$ cat src/rtl/flappy_ssd_pkg.sv
// Shared constants for the score seven-segment driver: segment codes, FSM states, digit indices.
// Segment codes are {a,b,c,d,e,f,g,dp}, active-low, with the decimal point off.
package flappy_ssd_pkg;

    typedef enum logic {
        PLAY = 1'b0,
        OVER = 1'b1
    } state_t;

    localparam logic [7:0] SEG_0     = 8'b0000001_1;
    localparam logic [7:0] SEG_1     = 8'b1001111_1;
    localparam logic [7:0] SEG_2     = 8'b0010010_1;
    localparam logic [7:0] SEG_3     = 8'b0000110_1;
    localparam logic [7:0] SEG_4     = 8'b1001100_1;
    localparam logic [7:0] SEG_5     = 8'b0100100_1;
    localparam logic [7:0] SEG_6     = 8'b0100000_1;
    localparam logic [7:0] SEG_7     = 8'b0001111_1;
    localparam logic [7:0] SEG_8     = 8'b0000000_1;
    localparam logic [7:0] SEG_9     = 8'b0000100_1;
    localparam logic [7:0] SEG_BLANK = 8'hFF;

    localparam logic [1:0] DIGIT_ONES      = 2'd0;
    localparam logic [1:0] DIGIT_TENS      = 2'd1;
    localparam logic [1:0] DIGIT_HUNDREDS  = 2'd2;
    localparam logic [1:0] DIGIT_THOUSANDS = 2'd3;

    function automatic logic [7:0] seg_encode(input logic [3:0] nibble);
        logic [7:0] seg;
        case (nibble)
            4'd0:    seg = SEG_0;
            4'd1:    seg = SEG_1;
            4'd2:    seg = SEG_2;
            4'd3:    seg = SEG_3;
            4'd4:    seg = SEG_4;
            4'd5:    seg = SEG_5;
            4'd6:    seg = SEG_6;
            4'd7:    seg = SEG_7;
            4'd8:    seg = SEG_8;
            4'd9:    seg = SEG_9;
            default: seg = SEG_BLANK;
        endcase
        return seg;
    endfunction

endpackage

$ cat src/rtl/bcd_inc4.sv
// Combinational four-digit BCD increment; holds at 9999 and flags saturation.
module bcd_inc4 (
    input  logic [15:0] value,
    output logic [15:0] value_next,
    output logic        saturated
);

    logic [3:0]  carry;
    logic [15:0] sum;

    assign carry[0] = 1'b1;

    generate
        for (genvar gi = 0; gi < 4; gi++) begin : g_digit
            logic [3:0] nib;
            assign nib = value[gi*4 +: 4];
            assign sum[gi*4 +: 4] = !carry[gi]      ? nib  :
                                    (nib == 4'd9)   ? 4'd0 : nib + 4'd1;
            if (gi < 3) begin : g_carry
                assign carry[gi+1] = carry[gi] && (nib == 4'd9);
            end
        end
    endgenerate

    assign saturated  = (value == 16'h9999);
    assign value_next = saturated ? value : sum;

endmodule

$ cat src/rtl/score_ssd_driver.sv
// Score/high-score keeper and multiplexed 4-digit seven-segment driver for the flappy game.
// Define LEADING_ZERO_BLANK_EN to blank leading zero digits (digit 0 always shown).
module score_ssd_driver
    import flappy_ssd_pkg::*;
#(
    parameter int SCAN_DIV_W  = 18,
    parameter int BLINK_DIV_W = 26
) (
    input  logic        Clk,
    input  logic        reset_n,
    input  logic        score_pulse,
    input  logic        lose,
    input  logic        clear,
    output logic [3:0]  An,
    output logic [7:0]  Cathodes,
    output logic [15:0] score_bcd,
    output logic [15:0] high_bcd,
    output logic        game_over
);

    state_t state_reg, state_next;
    logic   lose_d_reg;
    logic   over_entry_reg;
    logic   lose_rise;
    logic   in_play;
    logic   enter_over;

    logic [SCAN_DIV_W+1:0] scan_cnt_reg;
    logic [BLINK_DIV_W:0]  blink_cnt_reg;
    logic [15:0]           score_reg, high_reg;
    logic [15:0]           score_inc;
    logic                  score_sat;

    logic [3:0]  an_reg, an_next;
    logic [7:0]  cath_reg, cath_next;
    logic        show_high;
    logic [15:0] disp_value;
    logic [1:0]  digit_sel;
    logic [3:0]  nib [4];
    logic [7:0]  seg;

    assign lose_rise = lose && !lose_d_reg;

    always_ff @(posedge Clk or negedge reset_n) begin
        if (!reset_n) begin
            state_reg <= PLAY;
        end else begin
            state_reg <= state_next;
        end
    end

    always_comb begin
        state_next = state_reg;
        case (state_reg)
            PLAY:    if (lose_rise) state_next = OVER;
            OVER:    if (clear)     state_next = PLAY;
            default: state_next = PLAY;
        endcase
    end

    always_comb begin
        in_play    = (state_reg == PLAY);
        game_over  = (state_reg == OVER);
        enter_over = in_play && lose_rise;
    end

    bcd_inc4 u_score_inc (
        .value      (score_reg),
        .value_next (score_inc),
        .saturated  (score_sat)
    );

    // High score is compared one cycle after entering OVER, so it lags game_over by a cycle.
    always_ff @(posedge Clk or negedge reset_n) begin
        if (!reset_n) begin
            lose_d_reg     <= 1'b0;
            over_entry_reg <= 1'b0;
            score_reg      <= 16'h0000;
            high_reg       <= 16'h0000;
        end else begin
            lose_d_reg     <= lose;
            over_entry_reg <= enter_over;
            if (clear) begin
                score_reg <= 16'h0000;
            end else if (in_play && score_pulse && !score_sat) begin
                score_reg <= score_inc;
            end
            if (over_entry_reg && (score_reg > high_reg)) begin
                high_reg <= score_reg;
            end
        end
    end

    always_ff @(posedge Clk or negedge reset_n) begin
        if (!reset_n) begin
            scan_cnt_reg  <= '0;
            blink_cnt_reg <= '0;
        end else begin
            scan_cnt_reg <= scan_cnt_reg + 1'b1;
            if (game_over) begin
                blink_cnt_reg <= blink_cnt_reg + 1'b1;
            end else begin
                blink_cnt_reg <= '0;
            end
        end
    end

    assign show_high  = game_over && blink_cnt_reg[BLINK_DIV_W];
    assign disp_value = show_high ? high_reg : score_reg;
    assign digit_sel  = scan_cnt_reg[SCAN_DIV_W+1 -: 2];

    generate
        for (genvar gi = 0; gi < 4; gi++) begin : g_nib
            assign nib[gi] = disp_value[gi*4 +: 4];
        end
    endgenerate

`ifdef LEADING_ZERO_BLANK_EN
    logic [3:0] upper_zero;
    generate
        for (genvar gi = 0; gi < 4; gi++) begin : g_lz
            assign upper_zero[gi] = ((disp_value >> (4*gi)) == 16'h0000);
        end
    endgenerate
`endif

    always_comb begin
        seg = seg_encode(nib[digit_sel]);
`ifdef LEADING_ZERO_BLANK_EN
        if ((digit_sel != DIGIT_ONES) && upper_zero[digit_sel]) begin
            seg = SEG_BLANK;
        end
`endif
        // The decimal point on the ones digit marks the high-score phase.
        cath_next = {seg[7:1], !(show_high && (digit_sel == DIGIT_ONES))};
        an_next   = ~(4'b0001 << digit_sel);
    end

    always_ff @(posedge Clk or negedge reset_n) begin
        if (!reset_n) begin
            an_reg   <= 4'b1111;
            cath_reg <= 8'hFF;
        end else begin
            an_reg   <= an_next;
            cath_reg <= cath_next;
        end
    end

    assign An        = an_reg;
    assign Cathodes  = cath_reg;
    assign score_bcd = score_reg;
    assign high_bcd  = high_reg;

endmodule
$ cat config.mk
export PLATFORM = sky130hd
export DESIGN_NAME = score_ssd_driver
export DESIGN_NICKNAME = d
export VERILOG_FILES = /design/src/rtl/flappy_ssd_pkg.sv /design/src/rtl/bcd_inc4.sv /design/src/rtl/score_ssd_driver.sv
export SDC_FILE = /design/constraint.sdc
export NUM_CORES = 1
export LEC_CHECK = 0
export ABC_CLOCK_PERIOD_IN_PS = 3900
export CELL_PAD_IN_SITES_DETAIL_PLACEMENT = 1
export CELL_PAD_IN_SITES_GLOBAL_PLACEMENT = 1
export CORE_MARGIN = 10
export CORE_UTILIZATION = 49
export DETAILED_ROUTE_END_ITERATION = 6
export PLACE_DENSITY_LB_ADDON = 0.15
export SYNTH_ARGS = -nofsm -noshare
export SYNTH_HDL_FRONTEND = slang
export SYNTH_HIERARCHICAL = 1
export SYNTH_SLANG_ARGS = --single-unit
$ cat constraint.sdc
create_clock -name Clk -period 3.9 [get_ports Clk]
set_clock_uncertainty 0.05 [all_clocks]
set_input_delay 0.78 -clock Clk [delete_from_list [all_inputs] [get_ports Clk]]
set_output_delay 0.78 -clock Clk [all_outputs]
set_load 0.01 [all_outputs]
# [Word-level counts from Yosys, hierarchy flattened]
# Memories as Yosys holds them, arrays and structs flattened. A register that Yosys moved wholly into a read port is not among the register bits.
# Index checks and enable logic that the tools add are counted.
[totals] memories=1 input_bits=5 regBits=94 out_inout_bits=45 romBits=112
[classes] add_sub_neg=6 n_bitwise=3 reduce_logical=22 muxes=18 order_cmp=2 n_eq_ne=6 shift=1
[memory_table] memory="(name not given)" words=16 word_bits=7 rd=1 rd_clocked_by_memory_dff=1 write_ports=0 line_no="flappy_ssd_pkg.sv:29" source="case (nibble)"
[op_table] operator="$mux 16" n=4
[op_table] operator="$mux 4" n=9
[op_table] operator="$add 27x1->27 const B" n=1
[op_table] operator="$mux 27" n=1
[op_table] operator="$add 20x1->20 const B" n=1
[op_table] operator="$add 4x1->4 const B" n=4
[op_table] operator="$eq 16x16->1 const B" n=1
[op_table] operator="$eq 4x4->1 const B" n=4
[op_table] operator="$gt 16x16->1" n=1
[op_table] operator="$logic_and 1x1->1" n=9
[op_table] operator="$reduce_and 3->1" n=3
[op_table] operator="$bmux 4 s2" n=1
[op_table] operator="$reduce_bool 2->1" n=4
[op_table] operator="$logic_not 1->1" n=4
[op_table] operator="$not 4->4" n=1
[op_table] operator="$shl 1x2->4 const A" n=1
[op_table] operator="$ge 3x3->1 const B" n=1
[op_table] operator="$not 2->3" n=1
[op_table] operator="$logic_not 2->1" n=1
[op_table] operator="$mux 1" n=2
[op_table] operator="$ne 2x2->1 const B" n=1
[op_table] operator="$pmux 1 s2" n=1
[op_table] operator="$reduce_and 2->1" n=1
[op_table] operator="$not 1->1" n=1

# [Logic depth before layout (Yosys ltp)]
# Gate-level depths: netlist of the first run.
[logic_depth] word_depth=7 mapped_depth=10 mapped_depth_nobuf=8

# [Modules after synthesis]
# The synthesis of the first run kept the hierarchy.
[modules_own_cells] module="score_ssd_driver" seq_area_each_um2=2367.3 area_per_inst_um2=4684.5 n_inst=1 cells_per_inst=422
[modules_own_cells] module="bcd_inc4" seq_area_each_um2=0.0 area_per_inst_um2=419.2 n_inst=1 cells_per_inst=60

# [Least setup slack after synthesis of the first run]
# No wires, ideal clock.
[synth_path] path_type="flip-flop to flip-flop" startpoint="register score_reg[1] (netlist: score_bcd[1])" endpoint="register high_reg[10] (netlist: high_bcd[10])" t_required_ns=3.722 slack_ns=1.526 stages_incl_launch_ff=10 t_arrival_ns=2.197 n_path_buf=2 path_cell_list="dfrtp_1 -> ha_1 -> nor2b_1 -> o211ai_1 -> a2111oi_0 -> nor2_1 -> a31o_1 -> buf_2 -> buf_6 -> mux2_1"
[synth_between] elab_chain_len=2
[synth_rtl] item="start: declaration" line_no="score_ssd_driver.sv:30" source="logic [15:0] score_reg, high_reg;"
[synth_rtl] item="start signal: assignment" line_no="score_ssd_driver.sv:86" source="score_reg <= score_inc;"
[synth_rtl] item="$gt 16x16->1" line_no="score_ssd_driver.sv:88" source="if (over_entry_reg && (score_reg > high_reg)) begin"
[synth_rtl] item="$logic_and 1x1->1" line_no="score_ssd_driver.sv:88"
[synth_rtl] item="end signal: assignment" line_no="score_ssd_driver.sv:89" source="high_reg <= score_reg;"
[synth_rtl] item="end: declaration" line_no="score_ssd_driver.sv:30"
# No other way between the ends.
# A chain may end at the register's enable or synchronous reset.

# [Worst setup path in the final report of the first run]
[layout_path] startpoint="register score_reg[14] (netlist: score_bcd[14])" endpoint="register high_reg[0] (netlist: high_bcd[0])"
# The elaborated chain is that of the path after synthesis.

==> results.md, run 1 <==
* DP HPWL at approximately 8400 um
* Core Region at ~0.010 sq mm
* Fmax at between 300 and 400 MHz
* CTS max path bufs at 2
* Required time worst endpoint at 4100 ps
* Final Non-Filler Cells at approximately 680
* Register area share after synthesis at 0.464
* Worst skew pair latency at around 360 ps
* Initial antenna violation count at 0
* Largest register FFs at 27
* #FFs+latches synth at 94
* Final setup fails at 0
* Worst setup EP type: flop
* Synth unique cells at ~60
* CP Cell Sequence: ha_1, nand4_1, o41ai_1, a31o_1, mux2_2
* Asr flop ratio synth at 1.00
* RSZ-0062 raised after global routing: no
* Placed Instances at between 600 and 700
* Layout area overhead at 16.6%
* Filler Cells Inserted at 1,127
* Synth Area per Inst at between 10 and 15 sq um
* Die Wd at about 120 um
* Final Hold Vio Count at 0
* Setup_tns at 0 ps
* Max Cap Viol at 0
* Die height at 122 um
* Via count at approximately 3,700
* Avg WL per Cell at 17.4 um
* Max-slew violation count at 0
* Layout Utilization at 0.582
* Starting Density at 0.499
* CTS H-tree depth at 3
* Power, Total at ~1.9 mW
* DIE AREA at between 0.01 and 0.015 sq mm
* Cts bufs inserted at 9
* First-pass GRT wire length at slightly above 20,000 um
* Share of cells above drive strength 1 at 0.128
* Row count at 37
* CTS resizes at 0
* Antenna diodes at 0
* Clock root buffer: clkbuf_8
* CTS tree: built
* Bufs and invs on worst path at 0
* Post-CTS Hold Fix Bufs at 0
* Slowest cell on crit path: a31o_1
* Min-Delay Path Class: reg -> reg
* Critical path's largest stage delay at ~670 ps
* Worst-margin pin slew at approximately 900 ps
* I/O pin total at 50
* CTS Sinks at 94
* Most used DFF post-synth: dfrtp_1
* PD cells at ~320 mW/mm^2
* GP Congestion at between 0.8 and 0.9
* Status: finished, final reports clean
* Yosys warning total at 13
* Via-per-instance ratio at between 5 and 6
* Mapped Nets at between 500 and 600
* GRT Util Overall at 0.165
* Final antenna-violating net count at 0
* Fin crit period at 2750 ps
* Vias in the first global route at 3,993
* Synth Instances at between 400 and 500
* Crit path max fanout at 16
* Pre-Repair DR Iteration Count at 4
* Reg clk slew, reported paths at 90 ps
* Startpoint Class: flop
* WS Path Type: reg -> reg
* Lkg Pwr at 2.51 nW
* Pin count of the biggest net entering global routing at approximately 70
* Post-synth EDFFs at 0
* Grt ovf at 0
* Nets at between 500 and 600
* # Post-CTS Setup Buffers at 0
* Critical path's top delay family: compound AO/OA/AOI/OAI gates
* # port buffers at 49
* Relative slew slack at 0.401
* 1st-iter DRT viols at between 200 and 250
* Max IR drop VDD at 0.191 mV
* Synth Cell Area at 0.00510 sq mm
* Total wire length at 11,800 um
* Crit share post-route at 0.706
* WHS at around 380 ps
* DRC violations left at 0
* WP data arrival at 2950 ps
-- path summary, 6_finish.rpt --
kind / start / end / slack, ps / depth (start not counted)
worst max register to register: score_bcd[14] / high_bcd[0] / 1150 / 5
worst min register to register: lose_d_reg / over_entry_reg / 380 / 1
worst max-delay path: score_bcd[14] / high_bcd[0] / 1150 / 5
min in group asynchronous: reset_n / score_bcd[12] / 490 / 1
max in group asynchronous: reset_n / An[2] / 2550 / 2
worst min-delay path: lose_d_reg / over_entry_reg / 380 / 1
-- cell usage after synthesis, types with 11 or more instances --
library cell  number  area (sq um)
a21oi_1           27           135
and2_1            22           138
dfrtp_1           82          2050
dfstp_2           12           315
ha_1              24           300
inv_1             29           109
mux2_1            11           124
nand2_1           54           203
nand3_1           21           105
nand4_1           15          93.8
nor2_1            13          48.8
o21ai_0           13          65.1
xnor2_1           30           263
xor2_1            14           123
-- cell type report --
cell class,count,area [sq um],area share
Timing Repair Buffer,57,548,0.0921
Multi-Input combinational cell,343,2550,0.428
Clock inverter,4,53.8,0.00904
Inverter,29,109,0.0183
Sequential cell,94,2370,0.398
Clock buffer,12,155,0.0261
Tap cell,136,170,0.0286
-- where the power goes --
group          switching [mW]  internal [mW]
combinational           0.103         0.0837
clock                   0.350          0.334
sequential             0.0226          0.997
total                   0.476           1.42
-- stage by stage --
| step | cell area, sq um | worst slack (ps) |
|---|---|---|
| 6_report | 5950 | 1150 |
| 5_1_grt | 5950 | 917 |
| 4_1_cts | 5950 | 1140 |
| 3_5_place_dp | 5740 | 1180 |
| 3_3_place_gp | 5740 | 1310 |
| 2_1_floorplan | 5100 | 1530 |
-- per-layer routing --
metal | track usage | part of all wire | vias to the layer above
met5 | 0 | 0 | -
met4 | 0.0552 | 0.017 | 0
met3 | 0.0296 | 0.036 | 19
met2 | 0.283 | 0.50 | 58
met1 | 0.207 | 0.45 | 1842
li1 | - | - | 1773
-- layout by cell type, fill, tap and decap left out, drive strengths merged, types with 2 or more instances in the layout --
cell type	count
nand3	22
o211ai	2
xor2	14
nor3b	3
dfstp	12
clkinvlp	2
buf	9
nor2	13
nand2	55
nand2b	4
mux2	19
or3	8
xnor2	30
o21ai	14
nand4	15
mux2i	6
nor2b	7
a21boi	6
dfrtp	82
a21o	3
and2	23
and4	4
o21a	4
and3	8
ha	24
o21bai	2
or2	2
clkdlybuf4s50	48
a21oi	27
clkbuf	12
nor3	4
a22oi	2
inv	30
and4bb	2
mux4	8
-- cell families after synthesis --
logic type,after synthesis,synth area share
AOI/OAI and AO/OA,68,0.0831
xor gates and xnor gates,44,0.0755
adders and majority gates,24,0.0588
buffers and inverters,45,0.0365
DFF,94,0.464
muxes,33,0.0963
and+or+nand+nor,174,0.186
Power figures use the tool's default switching activity.
==> inputs of run 2 (changes only) <==
Settings changed: ABC_CLOCK_PERIOD_IN_PS 3900 to 2700, CORE_UTILIZATION 49 to 45.
Clock period 3.9 ns to 2.7 ns, I/O delays scaled along.
==> run 2 against run 1 <==
Compared with the run above: fmax increased by 12%; critical path depth grew 4; global-route usage shrank 0.094 points; wire length rose by 6.8%; design area is 3.8% higher; power increased by 62%; register-to-register slack got worse by 900 ps; worst hold slack worse by 280 ps; highest routed layer unchanged.
==> results.md, run 2 (synthesis results as in run 1) <==
* Vias in the first global route at 4,173 (+4.5%)
* CTS Sinks at 94 (unchanged)
* CTS H-tree depth at 3 (unchanged)
* Slowest cell on crit path: dfrtp_1
* CP Cell Sequence: inv_1, ha_1, nor2b_1, o211ai_1, a2111oi_0, nor2_1, a31o_1, buf_12, mux2_1
* Status: finished, final reports clean
* Startpoint Class: flop
* Crit path max fanout at 14 (-2)
* Total wire length at 12,600 um (+6.8%)
* Reg clk slew, reported paths at 70 ps (-20 ps)
* Final antenna-violating net count at 0 (unchanged)
* Finished layout cell area at 0.00618 sq mm (+3.8%)
* Worst-margin pin slew at 661 ps (-238 ps)
* Grt ovf at 0 (unchanged)
* Final setup fails at 0 (unchanged)
* Layout Utilization at 0.563 (-0.0190)
* Share of cells above drive strength 1 at 0.148 (+0.0203)
* RSZ-0062 raised after global routing: no
* Final Hold Vio Count at 0 (unchanged)
* Via count at 3,826 (+3.6%)
* # port buffers at 49 (unchanged)
* Nets at 577 (+2.5%)
* # Post-CTS Setup Buffers at 0 (unchanged)
* Starting Density at 0.465 (-0.0342)
* Lkg Pwr at 2.64 nW (+5.2%)
* Placed Instances at 677 (+2.7%)
* Crit share post-route at 0.910 (+0.204)
* Final Non-Filler Cells at 693 (+2.7%)
* Max-slew violation count at 0 (unchanged)
* GP Congestion at 0.841 (+1.2%)
* Critical path's largest stage delay at 390 ps (-280 ps)
* Fmax at 407 MHz (+12%)
* First-pass GRT wire length at 21,900 um (+8.3%)
* DP HPWL at 9170 um (+9.2%)
* 1st-iter DRT viols at 248 (+18%)
* Die Wd at 126 um (+3.6%)
* Antenna diodes at 0 (unchanged)
* Clock root buffer: clkbuf_16
* Layout area overhead at 21.1%
* DIE AREA at 0.0160 sq mm (+7.4%)
* Die height at 126 um (+3.6%)
* Required time worst endpoint at 2870 ps (-1230 ps)
* Core Region at 0.0110 sq mm (+7.3%)
* Initial antenna violation count at 0 (unchanged)
* Fin crit period at 2460 ps (-296 ps)
* Worst setup EP type: flop
* Pre-Repair DR Iteration Count at 4 (unchanged)
* CTS resizes at 0 (unchanged)
* Largest register FFs at 27 (unchanged)
* Row count at 38 (+2.7%)
* Max IR drop VDD at 0.262 mV (+38%)
* Worst skew pair latency at 350 ps (about the same)
* Relative slew slack at 0.558 (+0.157)
* PD cells at 495 mW/mm^2 (+56%)
* GRT Util Overall at 0.164 (-0.000943)
* CTS tree: built
* I/O pin total at 50 (unchanged)
* Power, Total at 3.06 mW (+62%)
* Min-Delay Path Class: in -> async
* Pin count of the biggest net entering global routing at 40 (-44%)
* Setup_tns at 0 ps (unchanged)
* CTS max path bufs at 2 (unchanged)
* Post-CTS Hold Fix Bufs at 0 (unchanged)
* Via-per-instance ratio at 5.52 (+0.94%)
* Cts bufs inserted at 9 (unchanged)
* Avg WL per Cell at 18.1 um (+4.0%)
* Most frequent cells in the layout: dfrtp_1, nand2_1, clkdlybuf4s50_1
* DRC violations left at 0 (unchanged)
* Placement Cell Area at 0.00588 sq mm (+2.4%)
* Most common cell after layout, fill and taps aside: dfrtp_1
* Max Cap Viol at 0 (unchanged)
* WS Path Type: reg -> reg
* WP data arrival at 2630 ps (-320 ps)
==> run 2: metal layers <==
| metal | up-vias | part of all wire | global-route usage |
|---|---|---|---|
| li1 | 1804 | - | - |
| met2 | 63 | 0.51 | 0.279 |
| met4 | 0 | 0.020 | 0.0623 |
| met5 | - | 0 | 0 |
| met3 | 19 | 0.038 | 0.0362 |
| met1 | 1940 | 0.43 | 0.199 |
==> run 2: layout make-up <==
type                    count  area (sq um)
well taps                 140           175
clock inverters             3          42.5
flip-flops and latches     94          2370
inverters                  29           109
clock buffers              13           260
repair buffers             71           678
multi-input cells         343          2550
fillers                  1221          4800
==> run 2: final timing paths <==
check | startpoint | to | slack [ps] | cells past startpoint
setup / recovery | high_bcd[1] | high_bcd[9] | 240 | 9
hold / removal | reset_n | score_bcd[9] | 100 | 1
setup reg to reg | high_bcd[1] | high_bcd[9] | 240 | 9
hold reg to reg | lose_d_reg | over_entry_reg | 400 | 1
max in group asynchronous | reset_n | An[1] | 1760 | 2
min in group Clk | lose_d_reg | over_entry_reg | 400 | 1
==> run 2: stage by stage <==
step           hold WS [ps]  setup WS [ps]
6_report                100            243
5_1_grt                 151           16.8
4_1_cts                 127            277
3_5_place_dp            387            289
3_3_place_gp            372            421
2_1_floorplan           194            326
==> run 2: critical path, delay by kind of cell, from the launching register on <==
kind,cells,cell delay [ps]
AO/OA/AOI/OAI,3,780
adder cells (fa/ha/maj),1,290
buffers and inverters,2,230
flip-flops,1,390
multiplexers,1,330
AND/OR/NAND/NOR,2,260
==> run 2: where the power goes <==
| group | internal, mW | switching, mW | leakage [nW] |
|---|---|---|---|
| sequential | 1.44 | 0.0245 | 1.25 |
| clock | 0.768 | 0.534 | 0.146 |
| combinational | 0.136 | 0.156 | 1.24 |
==> inputs of run 3 (changes only) <==
Settings changed: CELL_PAD_IN_SITES_DETAIL_PLACEMENT 1 to unset, CELL_PAD_IN_SITES_GLOBAL_PLACEMENT 1 to unset, CORE_UTILIZATION 45 to 57, PLACE_DENSITY set to 0.92, PLACE_DENSITY_LB_ADDON 0.15 to unset.
==> run 3 against run 2 <==
Compared with the run above: setup slack got worse by 59 ps; clock power fell by 30%; wire length fell by 10%; critical path depth fell by 3; fmax fell by 2.3%; final cell count fell by 4.9%; sequential power barely moved; combinational power fell by 2%; sequential share of layout area rose by 1.1 points; critical endpoint is now high_bcd[14].
==> results.md, run 3 (synthesis results as in run 1) <==
* Final Non-Filler Cells at 659 (-4.9%)
* Filler Cells Inserted at 612 (-50%)
* WP data arrival at 2720 ps (+90 ps)
* Fmax at 397 MHz (-2.3%)
* GP Congestion at 0.881 (+4.8%)
* Switching Share at 0.241 (+0.00776)
* Met3 Usage GRT at 0.0487 (+0.0125)
* Via-per-instance ratio at 5.75 (+4.2%)
* Relative slew slack at 0.556 (-0.00184)
* DIE AREA at 0.0131 sq mm (-18%)
* Most common cell after layout, fill and taps aside: dfrtp_1
* Worst-margin pin slew at 666 ps (+4.83 ps)
* Startpoint Class: flop
* Min-Delay Path Class: in -> async
* DRC violations left at 0 (unchanged)
* CTS tree: built
* Slowest cell on crit path: dfrtp_1
* Die Wd at 115 um (-9.4%)
* Die height at 115 um (-9.4%)
* Setup_tns at 0 ps (unchanged)
* Antenna diodes at 0 (unchanged)
* Power share of the clock group at 0.342 (-0.083)
* Max Cap Viol at 0 (unchanged)
* Reg2reg path depth at 6 (-3)
* PD cells at 442 mW/mm^2 (-11%)
* GRT Util Overall at 0.175 (+0.0107)
* Starting Density at 0.585 (+0.121)
* Gate power share at 0.107 (+0.012)
* Core Region at 0.00872 sq mm (-21%)
* WHS at 131 ps (+30.7 ps)
* Worst skew pair latency at 360 ps (about the same)
* # port buffers at 49 (unchanged)
* Final antenna-violating net count at 0 (unchanged)
* Largest register FFs at 27 (unchanged)
* WS Path Type: reg -> reg
* Pin count of the biggest net entering global routing at 49 (+23%)
* Nets at 576 (-0.17%)
* Avg WL per Cell at 17.1 um (-5.6%)
* Reg power frac at 0.551 (+0.072)
* Clock root buffer: clkbuf_8
* Place WS at 269 ps (-20.1 ps)
* Status: finished, final reports clean
* Required time worst endpoint at 2900 ps (+30 ps)
* M2 GR Usage at 0.296 (+0.0169)
* Critical path's top delay family: compound AO/OA/AOI/OAI gates
* # Post-CTS Setup Buffers at 0 (unchanged)
* First-pass GRT wire length at 19,000 um (-13%)
* Worst Setup SP: score_bcd[13]
* Final worst slack at 184 ps (-59.0 ps)
* Bufs and invs on worst path at 1 (-1)
* Finished layout cell area at 0.00601 sq mm (-2.8%)
* Crit path max fanout at 13 (-1)
* Layout area overhead at 17.7%
* Final setup fails at 0 (unchanged)
* Initial antenna violation count at 0 (unchanged)
* DP HPWL at 8290 um (-9.6%)
* CTS max path bufs at 2 (unchanged)
* GRT Max-Usage Layer: met2
* Register-to-register setup slack at 180 ps (-60 ps)
* Post-CTS Hold Fix Bufs at 0 (unchanged)
* Vias in the first global route at 3,847 (-7.8%)
* Reg clk slew, reported paths at 90 ps (+20 ps)
* I/O pin total at 50 (unchanged)
* Pre-Repair DR Iteration Count at 5 (+1)
* Sw Pwr at 641 uW (-10%)
* Power, Total at 2.66 mW (-13%)
* Met1 Usage GRT at 0.218 (+0.0192)
* Final Hold Vio Count at 0 (unchanged)
* Placed Instances at 644 (-4.9%)
* Cts bufs inserted at 9 (unchanged)
* Placement Cell Area at 0.00582 sq mm (-1.0%)
* CTS H-tree depth at 3 (unchanged)
* Fin crit period at 2520 ps (+59.0 ps)
* Share of cells above drive strength 1 at 0.147 (-0.00128)
* Most frequent cells in the layout: dfrtp_1, nand2_1, clkdlybuf4s50_1
* CTS Sinks at 94 (unchanged)
* Via count at 3,790 (-0.94%)
* Row count at 34 (-11%)
* CTS resizes at 0 (unchanged)
* Lkg Pwr at 2.58 nW (-2.4%)
* Cell depth of the worst setup path at 6 (-3)
* Layout Utilization at 0.689 (+0.126)
* Worst setup EP type: flop
* Crit share post-route at 0.932 (+0.0219)
* Total wire length at 11,300 um (-10%)
* 1st-iter DRT viols at 255 (+2.8%)
* Max IR drop VDD at 0.352 mV (+34%)
* RSZ-0062 raised after global routing: no
* Max-slew violation count at 0 (unchanged)
* Worst r2r dst: high_bcd[14]
* Grt ovf at 0 (unchanged)
* CP Cell Sequence: ha_1, nand4_1, o41ai_1, a31o_1, buf_4, mux2_2
* RR Startpoint: score_bcd[13]
* Critical path's largest stage delay at 490 ps (+100 ps)
* Internal at 2.02 mW (-14%)
* Crit path capture: high_bcd[14]
-- run 3: cell types whose count changed in the layout (fill, tap and decap cells not counted), sizes merged --
| cell | previous run | this run |
|---|---|---|
| clkbuf | 13 | 11 |
| buf | 23 | 22 |
| clkinv | 1 | 2 |
-- run 3: layout make-up --
cell class | count | area, sq um | area share
Multi-Input combinational cell | 343 | 2550 | 0.424
Sequential cell | 94 | 2370 | 0.394
Timing Repair Buffer | 70 | 658 | 0.110
Clock buffer | 11 | 141 | 0.0235
Tap cell | 108 | 135 | 0.0225
Inverter | 29 | 109 | 0.0181
Clock inverter | 4 | 47.5 | 0.00791
-- run 3: how the worst min path moves through the flow --
stage / endpoint / startpoint / cells past startpoint / slack, ps
2_1_floorplan: blink_cnt_reg[0] / reset_n / 0 / 190
3_3_place_gp: over_entry_reg / lose_d_reg / 1 / 350
3_5_place_dp: over_entry_reg / lose_d_reg / 1 / 360
4_1_cts: score_bcd[9] / reset_n / 1 / 140
5_1_grt: score_bcd[9] / reset_n / 1 / 170
6_report: score_bcd[9] / reset_n / 1 / 130
-- run 3: power groups by stage --
stage / Combinational [mW] / Clock [mW] / Sequential (mW)
finish: 0.285 / 0.910 / 1.46
global route: 0.315 / 0.985 / 1.47
CTS: 0.288 / 0.930 / 1.46
detailed placement: 0.286 / 0 / 1.49
global placement: 0.272 / 0 / 1.49
floorplan: 0.141 / 0 / 1.50
-- run 3: routing by layer --
layer	share of wire	wire, um
met1	0.42	4750
met2	0.51	5760
met3	0.059	668
met4	0.0082	92
met5	0	0
